File: config.mk
export PLATFORM = sky130hd
export DESIGN_NAME = instr_fetch_unit_flat
export DESIGN_NICKNAME = d
export VERILOG_FILES = /design/src/rtl/instr_fetch_unit_if.sv /design/src/rtl/instr_fetch_unit.sv /design/src/flat_wrapper.sv
export SDC_FILE = /design/constraint.sdc
export NUM_CORES = 1
export LEC_CHECK = 0
export CELL_PAD_IN_SITES_DETAIL_PLACEMENT = 0
export CELL_PAD_IN_SITES_GLOBAL_PLACEMENT = 1
export CORE_ASPECT_RATIO = 2
export CORE_MARGIN = 4
export CORE_UTILIZATION = 50
export DETAILED_ROUTE_END_ITERATION = 10
export DONT_BUFFER_PORTS = 1
export GPL_TIMING_DRIVEN = 0
export PLACE_DENSITY_LB_ADDON = 0.1
export SLEW_MARGIN = 0
export SYNTH_ARGS = -nofsm -noshare
export SYNTH_HDL_FRONTEND = slang
export SYNTH_SLANG_ARGS = --single-unit
File: constraint.sdc
create_clock -name clk -period 4.05 [get_ports clk]
set_clock_uncertainty 0.15 [all_clocks]
set_input_delay 0.6075 -clock clk [delete_from_list [all_inputs] [get_ports clk]]
set_output_delay 0.6075 -clock clk [all_outputs]
set_load 0.005 [all_outputs]
File: src/rtl/instr_fetch_unit_if.sv
// Decode-side handshake channel of the instruction fetch unit.
// The fetch unit drives the instruction; decode returns inst_ready.
interface instr_fetch_unit_if;
    logic        inst_valid;
    logic [23:0] inst_data;
    logic [15:0] inst_pc;
    logic        inst_ready;

    modport master (output inst_valid, output inst_data, output inst_pc, input inst_ready);
    modport slave  (input inst_valid, input inst_data, input inst_pc, output inst_ready);
endinterface

File: src/rtl/instr_fetch_unit.sv
// Instruction fetch unit: PC register, FETCH/HALT control and a 2-entry
// instruction buffer feeding decode, with redirect and halt/resume support.
module instr_fetch_unit #(
    parameter logic [15:0] RESET_PC   = 16'h0000,
    parameter logic [3:0]  HLT_OPCODE = 4'h0
) (
    input  logic                  clk,
    input  logic                  rst,
    output logic [15:0]           imem_addr,
    input  logic [23:0]           imem_data,
    instr_fetch_unit_if.master    dec,
    input  logic                  redirect_valid,
    input  logic [15:0]           redirect_addr,
    input  logic                  resume,
    output logic                  halted
);

    localparam logic [0:0] ST_FETCH = 1'b0;
    localparam logic [0:0] ST_HALT  = 1'b1;

    logic [0:0]  state;
    logic [15:0] pc;
    logic [1:0]  count;
    logic [15:0] head_pc,    tail_pc;
    logic [23:0] head_instr, tail_instr;

    logic accept;
    logic pop_req;
    logic do_pop;
    logic do_push;

    // Reset and redirect both suppress any buffer movement in their cycle.
    assign accept  = !rst && !redirect_valid;
    assign pop_req = (count != 2'd0) && dec.inst_ready;
    assign do_pop  = accept && pop_req;
    assign do_push = accept && (state == ST_FETCH) && ((count != 2'd2) || pop_req);

    assign imem_addr      = pc;
    assign dec.inst_valid = (count != 2'd0);
    assign dec.inst_data  = dec.inst_valid ? head_instr : 24'h0;
    assign dec.inst_pc    = dec.inst_valid ? head_pc    : 16'h0;
    assign halted         = (state == ST_HALT) && (count == 2'd0);

    // NOTE: sequential state uses non-blocking assignments so every register
    // samples pre-edge values, independent of statement order.
    always_ff @(posedge clk) begin
        if (rst) begin
            state <= ST_FETCH;
            pc    <= RESET_PC;
            count <= 2'd0;
        end else if (redirect_valid) begin
            state <= ST_FETCH;
            pc    <= redirect_addr;
            count <= 2'd0;
        end else begin
            if ((state == ST_HALT) && resume)
                state <= ST_FETCH;
            if (do_push) begin
                pc <= pc + 16'd1;
                if (imem_data[23:20] == HLT_OPCODE)
                    state <= ST_HALT;
            end
            count <= count + 2'(do_push) - 2'(do_pop);
        end
    end

    // NOTE: buffer slots carry no reset; they are only observed through the
    // count-qualified outputs, so stale contents are never visible.
    always_ff @(posedge clk) begin
        case ({do_push, do_pop})
            2'b10: begin
                if (count == 2'd0) begin
                    head_pc    <= pc;
                    head_instr <= imem_data;
                end else begin
                    tail_pc    <= pc;
                    tail_instr <= imem_data;
                end
            end
            2'b01: begin
                head_pc    <= tail_pc;
                head_instr <= tail_instr;
            end
            2'b11: begin
                // Pop and push together: the new word lands behind whatever remains.
                if (count == 2'd1) begin
                    head_pc    <= pc;
                    head_instr <= imem_data;
                end else begin
                    head_pc    <= tail_pc;
                    head_instr <= tail_instr;
                    tail_pc    <= pc;
                    tail_instr <= imem_data;
                end
            end
            default: ;
        endcase
    end

endmodule

File: src/flat_wrapper.sv
// flat-port wrapper written by rule: the top's interface ports become plain ports
module instr_fetch_unit_flat 
#(
    parameter logic [15:0] RESET_PC   = 16'h0000,
    parameter logic [3:0]  HLT_OPCODE = 4'h0
)
  (clk, rst, imem_addr, imem_data, redirect_valid, redirect_addr, resume, halted, dec_inst_valid, dec_inst_data, dec_inst_pc, dec_inst_ready);
  instr_fetch_unit_if dec_i ();
  input  logic clk;
  input  logic rst;
  output logic [15:0] imem_addr;
  input  logic [23:0] imem_data;
  input  logic redirect_valid;
  input  logic [15:0] redirect_addr;
  input  logic resume;
  output logic halted;
  output wire logic [$bits(dec_i.inst_valid)-1:0] dec_inst_valid;
  output wire logic [$bits(dec_i.inst_data)-1:0] dec_inst_data;
  output wire logic [$bits(dec_i.inst_pc)-1:0] dec_inst_pc;
  input wire logic [$bits(dec_i.inst_ready)-1:0] dec_inst_ready;
  assign dec_inst_valid = dec_i.inst_valid;
  assign dec_inst_data = dec_i.inst_data;
  assign dec_inst_pc = dec_i.inst_pc;
  assign dec_i.inst_ready = dec_inst_ready;
  instr_fetch_unit #(.RESET_PC(RESET_PC), .HLT_OPCODE(HLT_OPCODE)) u_core (.clk(clk), .rst(rst), .imem_addr(imem_addr), .imem_data(imem_data), .dec(dec_i), .redirect_valid(redirect_valid), .redirect_addr(redirect_addr), .resume(resume), .halted(halted));
endmodule
After elaboration in Yosys (flattened, before gate mapping)
Cells that the tools add are included.
{ "totals": {"reg_bits": 99, "in_bits": 45, "output_inout_bits": 58, "elab_cells": 57} }
{ "classes": {"n_addsub": 3, "n_eq_ne": 8, "muxes": 19, "n_bitwise": 1, "reduce_logical": 19} }
{ "ops": {"columns": ["operator", "count"], "rows": [
  ["$mux W24", 5],
  ["$mux W16", 7],
  ["$pmux W24 S3", 1],
  ["$pmux W16 S3", 1],
  ["$pmux W24 S2", 1],
  ["$pmux W16 S2", 1],
  ["$add A16 B1 Y16 const B", 1],
  ["$logic_and A1 B1 Y1", 7],
  ["$ne A2 B2 Y1 const B", 3],
  ["$reduce_bool A2 Y1", 3],
  ["$eq A2 B1 Y1 const B", 2],
  ["$eq A2 B2 Y1 const B", 2],
  ["$logic_not A4 Y1", 1],
  ["$mux W1", 3],
  ["$reduce_and A3 Y1", 1],
  ["$reduce_bool A3 Y1", 1],
  ["$add A2 B1 Y2", 1],
  ["$logic_not A1 Y1", 2],
  ["$logic_not A2 Y1", 1],
  ["$ne A2 B1 Y1 const B", 1],
  ["$reduce_and A2 Y1", 1],
  ["$reduce_or A2 Y1", 1],
  ["$sub A2 B1 Y2", 1],
  ["$logic_or A1 B1 Y1", 1],
  ["$not A1 Y1", 1]
]} }

Logic depth before layout (Yosys ltp)
Gate-level depths: netlist of run 1.
{ "depth": {"ltp_word": 7, "mapped_depth": 10, "mapped_depth_nobuf": 9} }

Worst setup path before layout of run 1
No wires, ideal clock.
{ "synth_path": {"path_kind": "in2reg", "start": "in rst", "end": "reg u_core.tail_instr[0], enable pin", "setup_time_ns": 0.437, "t_arrival_ns": 2.919, "t_required_ns": 3.463, "slack_ns": 0.543, "stages": 4, "path_buffers": 2, "cell_sequence": "buf_6 or3_1 buf_6 nor2_1"} }
{ "synth_between": {"elab_chain_cells": 7} }
{ "synth_rtl": {"columns": ["element", "line", "rtl"], "rows": [
  ["start: declaration", "flat_wrapper.sv:10", "input logic rst;"],
  ["$logic_not A1 Y1 *", "instr_fetch_unit.sv:33", "assign accept = !rst && !redirect_valid;"],
  ["$logic_and A1 B1 Y1 *", "instr_fetch_unit.sv:33", null],
  ["$logic_and A1 B1 Y1 (2 in series)", "instr_fetch_unit.sv:36", "assign do_push = accept && (state == ST_FETCH) && ((count != 2'd2) || pop_req);"],
  ["$eq A2 B2 Y1", "instr_fetch_unit.sv:70", "case ({do_push, do_pop})"],
  ["$ne A2 B2 Y1 (no line) / $reduce_bool A2 Y1 (equally long branches)", null, null],
  ["$reduce_and A3 Y1 (no line) *", null, null],
  ["end signal: assignment", "instr_fetch_unit.sv:77", "tail_instr <= imem_data;"],
  ["end signal: assignment", "instr_fetch_unit.sv:93", "tail_instr <= imem_data;"],
  ["end: declaration", "instr_fetch_unit.sv:25", "logic [23:0] head_instr, tail_instr;"]
]} }
Every way passes the cells marked *; elsewhere a longest branch is shown, timed or not.
A chain may end at the register's enable or synchronous reset.

Worst setup path after layout of run 1
{ "layout_path": {"start": "reg u_core.count[0]", "end": "out halted"} }
{ "layout_between": {"elab_chain_cells": 2} }
{ "layout_rtl": {"columns": ["element", "line", "rtl"], "rows": [
  ["start: declaration", "instr_fetch_unit.sv:23", "logic [1:0] count;"],
  ["start signal: assignment", "instr_fetch_unit.sv:63", "count <= count + 2'(do_push) - 2'(do_pop);"],
  ["$logic_not A2 Y1", "instr_fetch_unit.sv:42", "assign halted = (state == ST_HALT) && (count == 2'd0);"],
  ["$logic_and A1 B1 Y1", "instr_fetch_unit.sv:42", null],
  ["end: declaration", "flat_wrapper.sv:16", "output logic halted;"]
]} }
No other way between the ends.

==> flow_metrics.tcl, run 1 <==
set metrics [dict create \
    cts-buffers-inserted 9 \
    port_buffers 0 \
    insertion_delay_ns 0.34 \
    ant_nets 0 \
    grt.overflow.total 0 \
    synth_most_common_cell "edfxtp_1" \
    grt_util_met3_pct 5.460 \
    netlist_instances 321 \
    final_nets 382 \
    drive_gt1_share_pct 22.12 \
    outcome "finished, final reports clean" \
    synth_edf_count 80 \
    setup_viol 0 \
    grt_usage_pct 18.40 \
    synth_warnings 0 \
    max_freq_mhz 369.1 \
    rsz0062_at_grt "false" \
    worstSetupStartpointType "flip-flop" \
    use_met2_pct 31.46 \
    cts_tree "built" \
    ios 103 \
    std_cell_rows 48 \
    synth_area_leaders "edfxtp_1 (55%), mux2_2 (11%), dfxtp_1 (8.7%)" \
    postCtsResizedCells 0 \
    power.density_mw_per_mm2 441.3 \
    die_y_um 140.2 \
    crit_required_ns 3.29 \
    hold_buffers 0 \
    viasPerCell 5.916 \
    synth.yosys.seq_area_share_pct 63.71 \
    place_inst 423 \
    synth_common_cells "edfxtp_1 (80), mux2_2 (41), nor2b_1 (41)" \
    hold_viol 0 \
    drv_slew 0 \
    arrival_ns 1.95 \
    drcViolationCount 0 \
    wl_per_cell_um 21.18 \
    syn_area_mm2 0.004368 \
    drtIter0Drc 180 \
    min_period_ns 2.710 \
    met1_usage_pct 20.20 \
    whs_ns 0.2062 \
    worst_pin_slew_ns 0.6238 \
    grt_max_degree 28 \
    synth_cell_types 46 \
    initial_core_util_pct 50.86 \
    timing.final.crit_share_pct 66.90 \
    root_buffer "clkbuf_16" \
    diodes 0 \
    critPathKind "reg2out" \
    dr.pass1.iters 4 \
    finalWirelength_um 9298 \
    maxSlewHeadroom_pct 58.26 \
    vias 2597 \
    grt_antenna_before_repair 0 \
    min_path_type "in2reg" \
    first_global_vias 2630 \
    postCtsSetupBuffers 0 \
    die-area_mm2 0.01039 \
    clock_sinks 99 \
    netlist.area_leader.share_pct 55.00 \
    fin_cells 439 \
    fp.coreArea_mm2 0.008588 \
    areaGrowthSynthToFinish_pct 10.86 \
    async_flop_share_pct 0 \
    peakVddDrop_uv 244.7 \
    crit_path_end_kind "output pin" \
    clock_path_buffers 2 \
    yosysTopAreaCell "edfxtp_1" \
    busiest_layer "met2" \
    cts_max_level 3 \
    syn-num-nets 369 \
    p_leak_nw 1.583 \
    cp_max_fo 10 \
    synth_area_per_cell_um2 13.61 \
    synth_top_flop_cell "edfxtp_1" \
    place_congestion 0.8848 \
    grt_pass1_wl_um 14100 \
    die_w_um 74.09 \
    max_cap_viol_count 0 \
    ys_ff_latch 99 \
    clk_pin_slew_ns 0.07 \
    hpwl_um 6683 \
]
[metrics by stage]
step	area [um^2]	setup TNS, ns	power (mW)	setup WS, ns	util (%)
after global routing	4842	0	2.220	1.188	56.38
after detailed placement	4542	0	1.311	1.340	52.88
after global placement	4493	-19.60	1.304	-0.4909	52.32
after CTS	4842	0	2.163	1.267	56.38
after floorplan	4368	0	1.270	0.5433	-
final	4842	0	2.137	1.340	56.38
[where the power goes]
group | switching, mW | leakage [nW] | internal [mW] | total, mW
Clock | 0.370 | 0.140 | 0.482 | 0.852
Sequential | 0.0325 | 0.902 | 1.14 | 1.17
Combinational | 0.0628 | 0.541 | 0.0497 | 0.112
[logic make-up (layout without fill, tap and decap cells)]
logic type	after synthesis	count (layout)	share of synthesized area [%]
AND/OR/NAND/NOR	116	116	15.90
AO/OA/AOI/OAI	31	31	4.698
adder cells (fa/ha/maj)	3	3	0.8594
buffers and inverters	24	42	2.635
flip-flops	99	99	63.71
multiplexers	44	44	11.40
XOR/XNOR	4	4	0.8022
[sequential cells by signal, summed over array words and instances (netlist names)]
register           cells
u_core.tail_instr     24
u_core.head_pc        16
u_core.tail_pc        16
u_core.head_instr     24
u_core.imem_addr      16
u_core.state           1
u_core.count           2
[layout by cell type, fill, tap and decap left out, types with 3 or more instances in the layout]
cell type  instances
edfxtp_1          80
mux2_2            41
nor2b_1           41
dfxtp_1           19
nand2_1           17
nor3_1            10
a21oi_1            9
clkbuf_16          9
nor2_1             8
inv_1              8
clkbuf_1           7
nand3_1            7
a31oi_1            7
buf_2              5
or4_1              5
and2_1             4
nand4_1            4
and3_1             4
nand3b_1           4
xnor2_1            3
nor4_1             3
ha_1               3
[metal layers]
metal / wire length [um] / share of wire, %
met3: 653 / 7.0
met1: 3478 / 37
met4: 119 / 1.3
met2: 5046 / 54
met5: 0 / 0
[final cells by class]
cell class | instances | area [um^2]
fillers | 724 | 3746
flip-flops and latches | 99 | 2783
multi-input cells | 198 | 1479
clock buffers | 9 | 225.2
well taps | 100 | 125.1
plain buffers | 15 | 81.33
clock inverters | 7 | 75.07
repair buffers | 2 | 40.04
inverters | 9 | 33.78
[critical path, cell delays in order (launching register included)]
cell	delay [ns]
dfxtp_1	0.37
nor2_1	0.52
clkbuf_1	0.47
and2_1	0.25
[worst paths after layout]
path                                       startpoint  slack, ns  cells after the start                     to
worst min register to register  u_core.tail_instr[21]       0.40                      1  u_core.head_instr[21]
worst min-delay path                    imem_data[16]       0.21                      0  u_core.tail_instr[16]
worst max-delay path                  u_core.count[0]       1.34                      3                 halted
worst max register to register        u_core.count[0]       1.52                      4      u_core.head_pc[0]
No activity file was read; power rests on OpenSTA's default activity.
==> run 2, diff against run 1 <==
==> constraint.sdc (replaced) <==
create_clock -name clk -period 2.6 [get_ports clk]
set_clock_uncertainty 0.15 [all_clocks]
set_input_delay 0.39 -clock clk [delete_from_list [all_inputs] [get_ports clk]]
set_output_delay 0.39 -clock clk [all_outputs]
set_load 0.005 [all_outputs]
==> run 2 against run 1 <==
  * Hold slack lost 0.16 ns
  * Die area is the same
  * First-iteration DRC count shrank 20%
  * Critical path depth is the same
  * Critical path type unchanged
  * Critical endpoint unchanged
==> flow_metrics.tcl, run 2 (synthesized netlist as in run 1, its figures left out) <==
set metrics [dict create \
    dr.pass1.iters 4 \
    ant_nets 0 \
    intPower_mw 2.562 \
    arrival_ns 1.83 \
    wl_per_cell_um 21.00 \
    port_buffers 0 \
    min_period_ns 2.370 \
    cts_tree "built" \
    grt_usage_pct 19.36 \
    largestRegisters "u_core.head_instr (24), u_core.tail_instr (24)" \
    mostFrequentLayoutCells "edfxtp_1 (80), mux2_2 (41), nor2b_1 (41), dlygate4sd3_1 (24), dfxtp_1 (19)" \
    viasPerCell 5.840 \
    grt_max_degree 41 \
    vias 2698 \
    p_sw_share_pct 22.24 \
    worst_pin_slew_ns 1.173 \
    drv_slew 0 \
    min_path_type "in2reg" \
    power_mw 3.295 \
    place_ws_ns -0.03750 \
    fin_cells 462 \
    grt_pass1_wl_um 14950 \
    die_y_um 140.2 \
    grt.overflow.total 0 \
    critPathKind "reg2out" \
    crit_required_ns 2.06 \
    clock_power_share_pct 38.2 \
    peakVddDrop_uv 398.0 \
    std_cell_rows 48 \
    initial_core_util_pct 50.86 \
    diodes 0 \
    crit_path_end_kind "output pin" \
    hold_viol 0 \
    setup_ws_ns 0.2300 \
    p_comb_share_pct 6.4 \
    max_freq_mhz 421.9 \
    outcome "finished, final reports clean" \
    maxSlewHeadroom_pct 21.65 \
    power.density_mw_per_mm2 650.3 \
    hpwl_um 6661 \
    first_global_vias 2803 \
    areaGrowthSynthToFinish_pct 16.01 \
    drcViolationCount 0 \
    p_leak_nw 1.669 \
    rsz0062_at_grt "false" \
    timing.final.crit_share_pct 91.15 \
    fp.coreArea_mm2 0.008588 \
    place_inst 422 \
    die_w_um 74.09 \
    postCtsSetupBuffers 0 \
    seqPwrFrac_pct 55.5 \
    root_buffer "clkbuf_16" \
    drtIter0Drc 144 \
    cts-buffers-inserted 9 \
    clk_pin_slew_ns 0.07 \
    grt_antenna_before_repair 0 \
    place_congestion 0.8159 \
    cts_max_level 3 \
    layout_commonest_cell "edfxtp_1" \
    whs_ns 0.04755 \
    max_cap_viol_count 0 \
    clock_path_buffers 2 \
    setup_viol 0 \
    cp_max_fo 10 \
    die-area_mm2 0.01039 \
    drive_gt1_share_pct 20.99 \
    clock_sinks 99 \
    finalWirelength_um 9701 \
    final_nets 405 \
    worstSetupStartpointType "flip-flop" \
    ios 103 \
    insertion_delay_ns 0.33 \
    power.switching_mw 0.7330 \
]
-- run 2: cell count changes in the layout (fill, tap and decap cells not counted), sizes merged --
| cell | before | now |
|---|---|---|
| clkinvlp | 2 | 4 |
| inv | 10 | 9 |
| clkinv | 3 | 2 |
| dlygate4sd3 | 0 | 24 |
| buf | 10 | 9 |
| bufinv | 1 | 0 |
| clkbuf | 16 | 17 |
-- run 2: timing repair --
action | CTS | global route
hold buffers | 24 | 0
endpoints found under the setup margin | 24 | 24
hold endpoints to repair | 24 | 0
gates resized for setup | 1 | 1
-- run 2: critical path: stages, from the launching register on --
cell,delay (ns)
dfxtp_1,0.38
nor2_2,0.36
clkbuf_1,0.50
and2_1,0.26
-- run 2: through the flow --
stage / utilization (%) / setup TNS, ns / instance area, um^2
2_1_floorplan: - / 0 / 4375
3_3_place_gp: 52.40 / -29.58 / 4501
3_5_place_dp: 52.74 / -0.8649 / 4529
4_1_cts: 58.93 / 0 / 5061
5_1_grt: 59.00 / 0 / 5067
6_report: 59.00 / 0 / 5067
-- run 2: final timing paths --
| path | start | depth (start not counted) | slack [ns] | to |
|---|---|---|---|---|
| worst max register to register | u_core.state | 3 | 0.24 | u_core.tail_pc[7] |
| worst max-delay path | u_core.count[0] | 3 | 0.23 | halted |
| worst min-delay path | redirect_addr[7] | 2 | 0.05 | u_core.imem_addr[7] |
| worst min register to register | u_core.tail_pc[11] | 1 | 0.39 | u_core.head_pc[11] |
-- run 2: final cells by class --
type / count / area (um^2)
fillers: 716 / 3521
flip-flops and latches: 99 / 2783
clock inverters: 6 / 50.05
multi-input cells: 198 / 1488
plain buffers: 15 / 81.33
repair buffers: 25 / 267.8
inverters: 9 / 33.78
well taps: 100 / 125.1
clock buffers: 10 / 239.0
-- run 2: per-layer routing --
layer / vias to the layer above / wire [um] / GRT usage, %
li1: 1275 / - / -
met1: 1304 / 3560 / 20.96
met2: 100 / 5199 / 34.46
met3: 19 / 719 / 5.388
met4: 0 / 222 / 7.450
met5: - / 0 / 0
-- run 2: power groups by stage --
stage	Sequential [mW]	Clock, mW	Combinational (mW)
final	1.83	1.26	0.210
after global routing	1.83	1.36	0.233
after floorplan	1.84	0	0.135
after detailed placement	1.86	0	0.180
after CTS	1.83	1.29	0.212
after global placement	1.86	0	0.169
